<file path="config.mk">
export PLATFORM = sky130hd
export DESIGN_NAME = alu_n
export DESIGN_NICKNAME = d
export VERILOG_FILES = /design/src/rtl/alu_pkg.sv /design/src/rtl/alu_adder.sv /design/src/rtl/alu_n.sv
export SDC_FILE = /design/constraint.sdc
export NUM_CORES = 1
export LEC_CHECK = 0
export BUFFER_PORTS_ARGS = -buffer_cell sky130_fd_sc_hd__buf_2
export CORE_AREA = 2 2 39 41
export DETAILED_ROUTE_END_ITERATION = 12
export DIE_AREA = 0 0 41 43
export GPL_ROUTABILITY_DRIVEN = 0
export PLACE_DENSITY = 0.77
export SYNTH_ARGS = -nofsm -noshare
export SYNTH_HDL_FRONTEND = slang
export SYNTH_SLANG_ARGS = --single-unit
</file>
<file path="constraint.sdc">
create_clock -name clk -period 3.38 [get_ports clk]
set_input_delay 0 -clock clk [delete_from_list [all_inputs] [get_ports clk]]
set_output_delay 0 -clock clk [all_outputs]
set_load 0.1 [all_outputs]
</file>
<file path="src/rtl/alu_pkg.sv">
// Shared function codes for the alu_n datapath unit.
package alu_pkg;
  typedef logic [2:0] alu_fn_t;

  localparam alu_fn_t ALU_CLR = 3'b000;
  localparam alu_fn_t ALU_BMA = 3'b001;
  localparam alu_fn_t ALU_AMB = 3'b010;
  localparam alu_fn_t ALU_ADD = 3'b011;
  localparam alu_fn_t ALU_XOR = 3'b100;
  localparam alu_fn_t ALU_OR  = 3'b101;
  localparam alu_fn_t ALU_AND = 3'b110;
  localparam alu_fn_t ALU_SET = 3'b111;
endpackage

</file>
<file path="src/rtl/alu_adder.sv">
// Combinational N-bit adder; with ALU_OVF_EN it also exposes the carry into the MSB.
module alu_adder #(
  parameter int N = 4
) (
  input  logic [N-1:0] x,
  input  logic [N-1:0] y,
  input  logic         cin,
  output logic [N-1:0] sum,
  output logic         cout
`ifdef ALU_OVF_EN
  ,
  output logic         c_msb
`endif
);
  logic [N:0] full;

  assign full = {1'b0, x} + {1'b0, y} + {{N{1'b0}}, cin};
  assign sum  = full[N-1:0];
  assign cout = full[N];
`ifdef ALU_OVF_EN
  // Sum bit of the MSB is x^y^carry_in, so the carry in falls out of it.
  assign c_msb = x[N-1] ^ y[N-1] ^ full[N-1];
`endif
endmodule

</file>
<file path="src/rtl/alu_n.sv">
// Registered N-bit ALU: select decode, shared adder, one output register stage.
// Optional signed-overflow output ov is built when ALU_OVF_EN is defined.
module alu_n
  import alu_pkg::*;
#(
  parameter int N = 4
) (
  input  logic         clk,
  input  logic         rst,
  input  logic         s0,
  input  logic         s1,
  input  logic         s2,
  input  logic [N-1:0] a,
  input  logic [N-1:0] b,
  input  logic         ci,
  output logic [N-1:0] z,
  output logic         co
`ifdef ALU_OVF_EN
  ,
  output logic         ov
`endif
);
  alu_fn_t     sel;
  logic [N-1:0] add_x, add_y, add_sum;
  logic         add_co;
  logic [N-1:0] z_nxt;
  logic         co_nxt;

  assign sel = {s2, s1, s0};

  // One adder serves all three arithmetic codes; only its operands change.
  always_comb begin
    add_x = a;
    add_y = b;
    case (sel)
      ALU_BMA: add_x = ~a;
      ALU_AMB: add_y = ~b;
      default: ;
    endcase
  end

`ifdef ALU_OVF_EN
  logic add_cm;
  logic ov_nxt;
`endif

  alu_adder #(.N(N)) u_add (
    .x    (add_x),
    .y    (add_y),
    .cin  (ci),
    .sum  (add_sum),
    .cout (add_co)
`ifdef ALU_OVF_EN
    ,
    .c_msb(add_cm)
`endif
  );

  always_comb begin
    z_nxt  = '0;
    co_nxt = 1'b0;
    case (sel)
      ALU_BMA, ALU_AMB, ALU_ADD: begin
        z_nxt  = add_sum;
        co_nxt = add_co;
      end
      ALU_XOR: z_nxt = a ^ b;
      ALU_OR:  z_nxt = a | b;
      ALU_AND: z_nxt = a & b;
      ALU_SET: z_nxt = '1;
      default: ;
    endcase
  end

`ifdef ALU_OVF_EN
  assign ov_nxt = (sel == ALU_BMA || sel == ALU_AMB || sel == ALU_ADD) ? (add_cm ^ add_co) : 1'b0;

  always_ff @(posedge clk) begin
    if (rst) ov <= 1'b0;
    else     ov <= ov_nxt;
  end
`endif

  always_ff @(posedge clk) begin
    if (rst) begin
      z  <= '0;
      co <= 1'b0;
    end else begin
      z  <= z_nxt;
      co <= co_nxt;
    end
  end
endmodule

</file>
Word-level counts from Yosys, hierarchy flattened
Cells that the tools add are included.
{"block": "word_totals", "ff_bits": 5, "in_bits": 14, "output_inout_bits": 5, "word_cells": 22}
{"block": "classes", "add_sub_neg": 2, "eq_ne": 7, "n_mux": 3, "n_bitwise": 6, "reduce_logical": 2}
{"op": "$pmux 4 s5", "count": 1}
{"op": "$eq 3x3->1 const B", "count": 4}
{"op": "$mux 4", "count": 2}
{"op": "$not 4->4", "count": 2}
{"op": "$eq 3x2->1 const B", "count": 2}
{"op": "$add 4x4->5", "count": 1}
{"op": "$add 5x1->5", "count": 1}
{"op": "$and 4x4->4", "count": 1}
{"op": "$or 4x4->4", "count": 1}
{"op": "$xor 4x4->4", "count": 1}
{"op": "$eq 3x1->1 const B", "count": 1}
{"op": "$reduce_or 3->1", "count": 1}
{"op": "$reduce_or 2->1", "count": 1}
{"op": "$not 1->1", "count": 1}

Depth between registers and ports, before layout
{"block": "depth", "ltp_word": 5, "depth_mapped": 10, "depth_no_buf": 9}

Cells and area by module
Synthesis repeated with hierarchy kept, for this count alone.
{"block": "hier_totals", "hier_cells": 71, "hier_area_um2": 685.7}
{"mod": "alu_n", "n_inst": 1, "cells_each": 55, "area_each_um2": 541.8, "seq_area_each_um2": 100.1}
{"mod": "alu_adder", "n_inst": 1, "cells_each": 16, "area_each_um2": 143.9, "seq_area_each_um2": 0.0}

Worst setup path before layout
Ideal clock, no wire load.
{"block": "synth_timing", "kind": "input to register", "startpoint": "in s0", "endpoint": "reg z[1]", "setup_time_ps": 70, "arrival_time_ps": 1742, "required_ps": 3310, "slack_ps": 1569, "stages": 8, "path_buffers": 0, "path_cell_list": "inv_2 -> nor3_4 -> xnor2_1 -> fa_1 -> inv_1 -> fa_1 -> a221o_1 -> a21oi_1"}
{"block": "synth_between", "elab_chain_cells": 5, "word_cells_on_any_way": 13, "cone_classes": "add/sub: 2; eq/ne: 7; mux: 3; reduce/logical: 1"}
{"item": "start, declared", "line_no": "alu_n.sv:10", "text": "input logic s0,"}
{"item": "$eq 3x1->1 or $eq 3x2->1 (tied branches)", "line_no": "alu_n.sv:35, alu_n.sv:62"}
{"item": "$mux 4", "line_no": "alu_n.sv:35", "text": "case (sel)"}
{"item": "$add 4x4->5", "line_no": "alu_adder.sv:17", "text": "assign full = {1'b0, x} + {1'b0, y} + {{N{1'b0}}, cin};"}
{"item": "$add 5x1->5", "line_no": "alu_adder.sv:17"}
{"item": "$pmux 4 s5 (*)", "line_no": "alu_n.sv:62", "text": "case (sel)"}
{"item": "end signal, assigned", "line_no": "alu_n.sv:89", "text": "z <= z_nxt;"}
{"item": "end, declared", "line_no": "alu_n.sv:16", "text": "output logic [N-1:0] z,"}
Mark *: on every way between the ends. The rest lies on a longest branch, timed or not.
A chain may end at the register's enable or synchronous reset.

Worst setup path after layout
{"block": "layout_timing", "startpoint": "in s1", "endpoint": "reg z[1]"}
{"block": "layout_between", "elab_chain_cells": 5, "word_cells_on_any_way": 13, "cone_classes": "add/sub: 2; eq/ne: 7; mux: 3; reduce/logical: 1"}
{"item": "start, declared", "line_no": "alu_n.sv:11", "text": "input logic s1,"}
{"item": "$eq 3x1->1 or $eq 3x2->1 (tied branches)", "line_no": "alu_n.sv:35, alu_n.sv:62"}
{"item": "$mux 4", "line_no": "alu_n.sv:35"}
{"item": "$add 4x4->5", "line_no": "alu_adder.sv:17"}
{"item": "$add 5x1->5", "line_no": "alu_adder.sv:17"}
{"item": "$pmux 4 s5 (*)", "line_no": "alu_n.sv:62"}
Marks and branches as above.

==> flow_summary.ini <==
[timing]
final_max_slew_viol_count = 0
final_hold_viol_count = 0
setup_repair_after_global_routing_missed_its_margin = no
setup_violating_endpoint_count_in_the_final_report = 0
period_needed_ps = 1950
fmax_mhz = 512
hold-worst-slack_ps = 159
setup_total_negative_slack_ps = 0
period_share_pct = 57.8
headroom_to_the_max_slew_limit_pct = 67.9
timing.final.ws_setup_ps = 1430
worst-slew-pin-transition_ps = 485

[grt]
number_of_global_route_vias_before_repair = 526
grt_max_degree = 13
antenna_violations_before_repair = 0
global_route_wire_length_before_repair_mm = 2.12
grt_remaining_overflow = 0
grtUsageTotal_pct = 17.0

[clock_network]
cts_made_buffers = 3
ctsResizeCount = 0
clock_tree_from_tritoncts = built
htree_num_levels = 1
clock_sinks = 5
cts-root-buf = sky130_fd_sc_hd__clkbuf_4
clockBufferDepth = 2
clkSlewWorstSetupHoldPaths_ps = 40

[floorplan]
floorplan.rows = 14
fp.dieW_um = 41
initial_core_util_pct = 48.6
core_region_area_sq_mm = 0.00138
io_count = 19
chipHeight_um = 43
design.die.area_sq_mm = 0.00176

[yosys]
synth.largest_area_cell = sky130_fd_sc_hd__ha_1
syn_avg_cell_area_sq_um = 8.98
adder_cell_fraction_of_synth_area_pct = 26.4
synth_top_family_by_area = adder cells
synth_seq_area_share_pct = 14.9
synth_mux_area_share_pct = 4.46
synth-edff-count = 0
synth.lib_cells_used.distinct = 29
mappedNetlistNets = 102
synthXorXnorAreaFrac_pct = 12.8
yosys_warnings = 0
synthesis_stage_register_bit_count = 5
synth-compound-area-share_pct = 18.4
synth_flop_cell = sky130_fd_sc_hd__dfxtp_1
synth_largest_type_area_fraction_pct = 20.4
synthesis.area_sq_um = 673
synth-simple-area-share_pct = 11.9
synthesis.instances = 75
synthArstFlopShare_pct = 0
synth_area_leaders = sky130_fd_sc_hd__ha_1, sky130_fd_sc_hd__dfxtp_1, sky130_fd_sc_hd__xnor2_1, sky130_fd_sc_hd__inv_1, sky130_fd_sc_hd__a221o_1

[pwr]
max-vdd-ir-drop_uv = 126
total_power_mw = 0.276
power-per-cell-area_mw_per_mm2 = 347
power_leakage_nw = 0.424

[outcome]
run_status = finished clean

[critical_path]
data_required_time_at_the_worst_endpoint_ps = 3540
start_kind = input pin
list_of_cells_traversed_by_the_critical_path = buf_2 -> and3_1 -> xnor2_1 -> fa_1 -> inv_1 -> fa_1 -> a221o_1 -> a21oi_1
critical_path.max_fanout = 12
worst_path_most_repeated_cell = sky130_fd_sc_hd__fa_1
cp.arrival_ps = 2120
worst-setup-path-type = in2reg
crit_path_max_incr_delay_ps = 410
cp_slowest_cell = sky130_fd_sc_hd__fa_1
cp_endpoint_kind = register

[layout]
layout-drive-gt1-share_pct = 28.1
layout.filler_cells = 143
insertedDiodeCount = 0
synthToLayoutAreaGrowth_pct = 18.4
layout_commonest_cell = sky130_fd_sc_hd__buf_2
final_net_count = 124
layout_common_cells = sky130_fd_sc_hd__buf_2, sky130_fd_sc_hd__inv_1, sky130_fd_sc_hd__ha_1
layoutNonFillerInstCount = 112

[worst_hold_path]
worst_hold_path.endpoint = z[3]
hold_path_depth = 3
min-delay-start = s0
hold_path.class = in2reg

[route]
avgViaCountPerCell = 5.20
firstDrtPassIters = 4
vias = 582
drt.antenna.violating_nets = 0
drt_iter0_drc = 7
totalWireLength_mm = 1.26
routed_wire_length_per_instance_um = 11.3
route.detailed.drc = 0

[place]
post-dp-hpwl_mm = 1.07
placedCellCount = 107
placement.io_buffers = 18
dpl_worst_slack_ps = 1210

[flow_run]
max_cap_viol_count = 0
-- final cells by class --
type | instances | area, sq um | area share, %
multi-input cells | 54 | 498 | 62.5
flip-flops and latches | 5 | 100 | 12.6
repair buffers | 19 | 100 | 12.6
inverters | 14 | 52.6 | 6.59
clock buffers | 4 | 26.3 | 3.30
well taps | 16 | 20.0 | 2.51
-- logic make-up after synthesis --
| kind of cell | count (synthesis) |
|---|---|
| AND/OR/NAND/NOR | 12 |
| adder cells (fa/ha/maj) | 13 |
| buffers and inverters | 16 |
| multiplexers | 3 |
| flip-flops | 5 |
| AO/OA/AOI/OAI | 17 |
| XOR/XNOR | 9 |
-- worst max-delay path: cells and delay by family --
kind,cells,cell delay (ps)
adders and majority gates,2,790
AOI/OAI and AO/OA,2,460
and+or+nand+nor,1,380
buffers and inverters,2,360
xor gates and xnor gates,1,120
-- state kept, by name, summed over array words and instances (netlist names) --
register	cells
co	1
z	4
-- repair_timing --
item / CTS / global route
hold buffers: 1 / 0
hold endpoints to repair: 2 / 0
buffers inserted: 0 / 0
-- worst max path at each step --
stage               depth (start not counted)  from   end
detailed placement                          8    s1  z[1]
CTS                                         8    s1  z[1]
global route                                8    s1  z[1]
finish                                      8    s1  z[1]
global placement                            8    s1  z[1]
floorplan                                   8    s0  z[1]
-- per-layer routing --
layer  track usage [%]  vias up  routed length, um
li1                  -      302                  -
met1              22.9      263                565
met2              25.9       15                630
met3              1.05        2                 56
met4              8.67        0                  8
met5                 0        -                  0
-- power breakdown --
| part | switching, mW | internal [mW] | leakage (nW) | total (mW) |
|---|---|---|---|---|
| logic | 0.0958 | 0.0484 | 0.367 | 0.144 |
| registers | 0.00106 | 0.0654 | 0.0416 | 0.0665 |
| clock network | 0.0212 | 0.0444 | 0.0150 | 0.0656 |
-- cells in the mapped netlist, drive strengths merged, types with 2 or more instances --
library cell / number
a21oi: 5
a221o: 4
buf: 2
dfxtp: 5
fa: 2
ha: 11
inv: 14
mux2i: 3
nor2: 4
nor2b: 2
o21ai: 2
xnor2: 8
-- per-stage QoR --
step                      instance area, sq um  utilization [%]
after floorplan                            673                -
after global placement                     761             55.0
after detailed placement                   761             55.0
after CTS                                  797             57.6
after global routing                       797             57.6
final                                      797             57.6
No activity file was read; power rests on OpenSTA's default activity.
